`src/rtl/uf_somsub_cdb.sv`:
```
// Add/subtract functional unit with a common-data-bus style broadcast.
// Accepted requests wait in a small FIFO. A three-state controller takes
// each request through a fixed number of execution cycles. It then drives
// the result, destination address and reservation-station tag for exactly
// one cycle, marked by `done`.
module uf_somsub_cdb #(
    parameter int LATENCIA  = 3,   // execution cycles per operation, 1..15
    parameter int PROF_FILA = 2    // request FIFO depth
) (
    input  logic       clk,
    input  logic       rst,
    input  logic       run,
    output logic       pronto,
    input  logic [2:0] op,
    input  logic [8:0] regY,
    input  logic [8:0] regZ,
    input  logic [2:0] endX,
    input  logic [2:0] rotulo_in,
    output logic       done,
    output logic [8:0] resultado,
    output logic [2:0] enderecoX,
    output logic [2:0] rotulo_out,
    output logic       erro_op,
    output logic       perdido
);

    localparam int PW = (PROF_FILA > 1) ? $clog2(PROF_FILA) : 1;
    localparam int CW = $clog2(PROF_FILA + 1);

    localparam logic [2:0] OP_SOM = 3'b000;
    localparam logic [2:0] OP_SUB = 3'b001;

    // A queued request: everything needed to execute and broadcast it.
    typedef struct packed {
        logic [2:0] op;
        logic [8:0] y;
        logic [8:0] z;
        logic [2:0] end_x;
        logic [2:0] rotulo;
    } pedido_t;

    typedef enum logic [1:0] {
        OCIOSO,
        EXECUTANDO,
        CONCLUIDO
    } estado_t;

    // ------------------------------------------------------------------
    // Request FIFO
    // ------------------------------------------------------------------
    pedido_t         fila_q [PROF_FILA];
    logic [PW-1:0]   wr_ptr_q, wr_ptr_d;
    logic [PW-1:0]   rd_ptr_q, rd_ptr_d;
    logic [CW-1:0]   count_q, count_d;

    logic            push;
    logic            pop;
    pedido_t         entrada;

    // Wrap-around increment that also works for non-power-of-two depths.
    function automatic logic [PW-1:0] ptr_inc(input logic [PW-1:0] p);
        if (p == PW'(PROF_FILA - 1)) begin
            return '0;
        end
        return p + PW'(1);
    endfunction

    // The ready signal depends only on the registered count. A pop on the
    // same edge does not raise it, which keeps it off any combinational path
    // from the controller.
    assign pronto = (count_q < CW'(PROF_FILA));
    assign push   = run && pronto;

    assign entrada = '{op: op, y: regY, z: regZ, end_x: endX, rotulo: rotulo_in};

    // Pointer and occupancy bookkeeping for the FIFO.
    always_comb begin
        wr_ptr_d = wr_ptr_q;
        rd_ptr_d = rd_ptr_q;
        count_d  = count_q;
        if (push) begin
            wr_ptr_d = ptr_inc(wr_ptr_q);
        end
        if (pop) begin
            rd_ptr_d = ptr_inc(rd_ptr_q);
        end
        case ({push, pop})
            2'b10:   count_d = count_q + CW'(1);
            2'b01:   count_d = count_q - CW'(1);
            default: count_d = count_q;
        endcase
    end

    // FIFO control registers. The storage itself needs no reset.
    always_ff @(posedge clk) begin
        if (rst) begin
            wr_ptr_q <= '0;
            rd_ptr_q <= '0;
            count_q  <= '0;
        end else begin
            wr_ptr_q <= wr_ptr_d;
            rd_ptr_q <= rd_ptr_d;
            count_q  <= count_d;
        end
    end

    // FIFO storage write.
    always_ff @(posedge clk) begin
        if (!rst && push) begin
            fila_q[wr_ptr_q] <= entrada;
        end
    end

    // ------------------------------------------------------------------
    // Execution controller
    // ------------------------------------------------------------------
    estado_t     estado_q, estado_d;
    logic [3:0]  cnt_q, cnt_d;
    pedido_t     oper_q, oper_d;
    logic        fim;          // last execution cycle: latch the broadcast
    logic        fila_vazia;

    assign fila_vazia = (count_q == '0);

    // Next-state logic. A pop loads the operation register and the down-counter.
    always_comb begin
        estado_d = estado_q;
        cnt_d    = cnt_q;
        oper_d   = oper_q;
        pop      = 1'b0;
        fim      = 1'b0;
        case (estado_q)
            OCIOSO: begin
                if (!fila_vazia) begin
                    pop      = 1'b1;
                    oper_d   = fila_q[rd_ptr_q];
                    cnt_d    = 4'(LATENCIA - 1);
                    estado_d = EXECUTANDO;
                end
            end
            EXECUTANDO: begin
                if (cnt_q != 4'd0) begin
                    cnt_d = cnt_q - 4'd1;
                end else begin
                    fim      = 1'b1;
                    estado_d = CONCLUIDO;
                end
            end
            CONCLUIDO: begin
                if (!fila_vazia) begin
                    pop      = 1'b1;
                    oper_d   = fila_q[rd_ptr_q];
                    cnt_d    = 4'(LATENCIA - 1);
                    estado_d = EXECUTANDO;
                end else begin
                    estado_d = OCIOSO;
                end
            end
            default: begin
                estado_d = OCIOSO;
            end
        endcase
    end

    // Controller state, counter and operation register.
    always_ff @(posedge clk) begin
        if (rst) begin
            estado_q <= OCIOSO;
            cnt_q    <= 4'd0;
            oper_q   <= '0;
        end else begin
            estado_q <= estado_d;
            cnt_q    <= cnt_d;
            oper_q   <= oper_d;
        end
    end

    // ------------------------------------------------------------------
    // Datapath and broadcast registers
    // ------------------------------------------------------------------
    logic [8:0] calc;
    logic       op_invalido;

    // Nine-bit wrap-around arithmetic. An unknown opcode yields zero.
    always_comb begin
        calc        = 9'd0;
        op_invalido = 1'b0;
        case (oper_q.op)
            OP_SOM:  calc = oper_q.y + oper_q.z;
            OP_SUB:  calc = oper_q.y - oper_q.z;
            default: op_invalido = 1'b1;
        endcase
    end

    logic [8:0] resultado_q;
    logic [2:0] endereco_q;
    logic [2:0] rotulo_q;
    logic       erro_q;
    logic       perdido_q;

    // Broadcast values load only on the last execution cycle and hold otherwise.
    // The error flag is pulsed so that it lines up with the done cycle.
    always_ff @(posedge clk) begin
        if (rst) begin
            resultado_q <= 9'd0;
            endereco_q  <= 3'd0;
            rotulo_q    <= 3'd0;
            erro_q      <= 1'b0;
        end else begin
            erro_q <= fim && op_invalido;
            if (fim) begin
                resultado_q <= calc;
                endereco_q  <= oper_q.end_x;
                rotulo_q    <= oper_q.rotulo;
            end
        end
    end

    // Sticky overflow flag: set when a request arrives while the FIFO is full.
    always_ff @(posedge clk) begin
        if (rst) begin
            perdido_q <= 1'b0;
        end else if (run && !pronto) begin
            perdido_q <= 1'b1;
        end
    end

    assign done       = (estado_q == CONCLUIDO);
    assign resultado  = resultado_q;
    assign enderecoX  = endereco_q;
    assign rotulo_out = rotulo_q;
    assign erro_op    = erro_q;
    assign perdido    = perdido_q;

endmodule

```
`config.mk`:
```
export PLATFORM = sky130hd
export DESIGN_NAME = uf_somsub_cdb
export DESIGN_NICKNAME = d
export VERILOG_FILES = /design/src/rtl/uf_somsub_cdb.sv
export SDC_FILE = /design/constraint.sdc
export NUM_CORES = 1
export LEC_CHECK = 0
export CORE_MARGIN = 2
export CORE_UTILIZATION = 50
export CTS_BUF_LIST = sky130_fd_sc_hd__clkbuf_8
export DETAILED_ROUTE_END_ITERATION = 12
export GPL_ROUTABILITY_DRIVEN = 0
export PLACE_DENSITY = 0.82
export SLEW_MARGIN = 40
export SYNTH_ARGS = -nofsm -noshare
export SYNTH_HDL_FRONTEND = slang
export SYNTH_SLANG_ARGS = --single-unit
```
`constraint.sdc`:
```
create_clock -name clk -period 4.55 [get_ports clk]
set_clock_uncertainty 0.1 [all_clocks]
set_input_delay 0.91 -clock clk [delete_from_list [all_inputs] [get_ports clk]]
set_output_delay 0.91 -clock clk [all_outputs]
set_load 0.05 [all_outputs]
```
==> results_dict.tcl <==
set metrics [dict create \
    grt_pass1_wl_um 12520 \
    period_share_pct 59.80 \
    cts_tree "done" \
    path_class "reg2reg" \
    synthArstFlopShare_pct 0 \
    cts.repair.resized 0 \
    power.switching_mw 1.571 \
    drc 0 \
    std_cell_rows 34 \
    drt_iter0_drc 128 \
    die_area_mm2 0.009497 \
    nFillCells 704 \
    antenna_found_initial 0 \
    clockBufferDepth 2 \
    yosysSeqAreaShare_pct 61.89 \
    required_ns 4.76 \
    grt_pass1_vias 2770 \
    p_per_area_mw_per_mm2 735.6 \
    firstDrtPassIters 4 \
    via_count 2864 \
    synth-edff-count 54 \
    synth.net_count 407 \
    synth_flop_cell "edfxtp_1" \
    path_delay_family "simple AND/OR/NAND/NOR gates" \
    clkTransAtPathRegs_ns 0.11 \
    power_mw 3.778 \
    fin_tns_setup_ns 0 \
    cp-end-kind "register" \
    initial_core_util_pct 50.82 \
    worstMarginPinSlew_ns 0.6185 \
    combPwrFrac_pct 48.8 \
    max_cap_viol_count 0 \
    critPathBufInv 1 \
    root_buffer "clkbuf_8" \
    io_pins 49 \
    cts.sinks 108 \
    syn-cell-area_mm2 0.004367 \
    postRouteAntennaNets 0 \
    via_per_inst 5.476 \
    globalRouteTotalUtil_pct 16.32 \
    synth.avg_cell_area_um2 11.96 \
    grt_max_degree 62 \
    dp.cells 507 \
    cpMaxStageDelayCell "mux2_2" \
    synth_warnings 0 \
    critPathArrivalTime_ns 2.93 \
    layout_common_cells "dfxtp_1, edfxtp_1, nor2_1, clkdlybuf4s50_1, mux2i_1" \
    htree_levels 3 \
    p_clk_share_pct 14.1 \
    insertion_delay_ns 0.37 \
    period_needed_ns 2.721 \
    crit_chain "nor2_1 -> nand2_1 -> nor2_1 -> a21o_1 -> inv_1 -> ha_1 -> nor2b_1 -> o31a_1 -> a221oi_1 -> mux2_2 -> nand2_1" \
    grt_setup_unrepaired "no" \
    path_max_fanout 7 \
    postCtsHoldBufs 0 \
    fmax_mhz 367.5 \
    gr-total-overflow 0 \
    ys_seq_elements 108 \
    place_hpwl_um 5136 \
    hold_viol_final 0 \
    swShare_pct 41.58 \
    layout.cells.non_filler 523 \
    hold_path.class "reg2reg" \
    drive_above_1_share_pct 6.506 \
    die_x_um 97.45 \
    seqPwrFrac_pct 37.1 \
    diodes 0 \
    placeableCoreArea_mm2 0.008593 \
    leakage_nw 1.803 \
    wire_per_inst_um 14.44 \
    finalWirelength_um 7554 \
    synthCells 365 \
    syn_to_final_growth_pct 17.62 \
    slowest_delay_ns 0.37 \
    cts_setup_buffers 0 \
    cts_buffers 9 \
    final_core_util_pct 59.77 \
    finalSetupViolCount 0 \
    register_area_mm2 0.002703 \
    multi_input_comb_area_mm2 0.001578 \
    vdd_drop_max_v 0.0003280 \
    p_int_mw 2.207 \
    relSlewSlack_pct 58.77 \
    dieHeight_um 97.45 \
    startpoint_type "register" \
    status "complete, no violations" \
    yosysUniqueCellTypes 43 \
    fin_nets 452 \
    io_buffers 48 \
    maxSlewViolCount 0 \
]
==> path summary, 6_finish.rpt <==
check                   from             to  slack [ns]  cells past startpoint
setup reg to reg  oper_q[25]   resultado[7]        1.83                     11
hold / removal     oper_q[2]  rotulo_out[2]        0.36                      2
setup / recovery  oper_q[25]   resultado[7]        1.83                     11
hold reg to reg    oper_q[2]  rotulo_out[2]        0.36                      2
==> synth_stat cells (all sizes together), types with 2 or more instances <==
master | count | area (µm²)
nor2b | 4 | 25.02
o21a | 2 | 15.01
clkbuf | 13 | 48.80
nand4b | 3 | 26.28
a31oi | 4 | 25.02
nor3 | 8 | 40.04
dfxtp | 54 | 1081
a21o | 5 | 37.54
xnor2 | 6 | 52.55
nand3 | 2 | 10.01
nand2b | 2 | 12.51
nand3b | 4 | 30.03
nand4 | 2 | 12.51
buf | 5 | 25.02
nor3b | 3 | 33.78
edfxtp | 54 | 1622
mux2i | 29 | 290.3
ha | 11 | 137.6
a21oi | 16 | 80.08
nor2 | 49 | 183.9
a211oi | 28 | 210.2
inv | 8 | 30.03
xor2 | 10 | 87.58
nand2 | 21 | 81.33
nor4 | 2 | 12.51
o21ai | 5 | 25.02
==> layer usage <==
metal	vias to the layer above	track usage [%]	share of wire, %
li1	1421	-	-
met1	1380	20.13	45
met2	53	27.27	49
met3	10	4.604	4.5
met4	0	6.303	1.4
met5	-	0	0
==> registers in the layout (all words and copies together), names as in the netlist <==
name	cells
oper_q	27
enderecoX	3
cnt_q	4
fila_q	54
rotulo_out	3
perdido	1
wr_ptr_q	1
count_q	2
resultado	9
estado_q	2
erro_op	1
rd_ptr_q	1
==> worst reg2reg max path, stage by stage (launching register included) <==
cell and delay, ns:
dfxtp_1 0.34, nor2_1 0.34, nand2_1 0.21, nor2_1 0.13
a21o_1 0.13, inv_1 0.06, ha_1 0.26, nor2b_1 0.14
o31a_1 0.28, a221oi_1 0.27, mux2_2 0.37, nand2_1 0.05
==> per-stage QoR <==
stage | worst slack [ns] | hold slack (ns) | instance area [µm²]
after detailed placement | 1.859 | 0.3504 | 4954
after global placement | 1.930 | 0.3383 | 4951
after global routing | 1.587 | 0.3818 | 5136
after floorplan | 0.7969 | 0.3323 | 4367
final | 1.829 | 0.3639 | 5136
after CTS | 1.829 | 0.3661 | 5136
==> power by group through the flow <==
stage | logic (mW) | registers [mW] | clock network (mW)
floorplan | 1.31 | 1.51 | 0
global placement | 1.77 | 1.41 | 0
detailed placement | 1.82 | 1.42 | 0
CTS | 1.84 | 1.40 | 0.544
global route | 2.04 | 1.43 | 0.579
finish | 1.84 | 1.40 | 0.532
==> final cells by class <==
cell class                      count  share of cell area (%)
Tap cell                          108                   2.631
Timing Repair Buffer               52                   9.890
Multi-Input combinational cell    231                   30.72
Sequential cell                   108                   52.62
Inverter                            8                  0.5847
Clock buffer                        9                   2.412
Clock inverter                      7                   1.145
==> kinds of logic (layout without fill, tap and decap cells) <==
| family | after synthesis | in the layout | share of synthesized area [%] |
|---|---|---|---|
| fa+ha+maj | 12 | 12 | 3.610 |
| compound gates | 67 | 67 | 10.34 |
| flops | 108 | 108 | 61.89 |
| simple gates | 106 | 106 | 11.66 |
| mux | 30 | 30 | 6.905 |
| xor+xnor | 16 | 16 | 3.209 |
| buf+inv | 26 | 76 | 2.378 |
No activity file was read; power rests on OpenSTA's default activity.
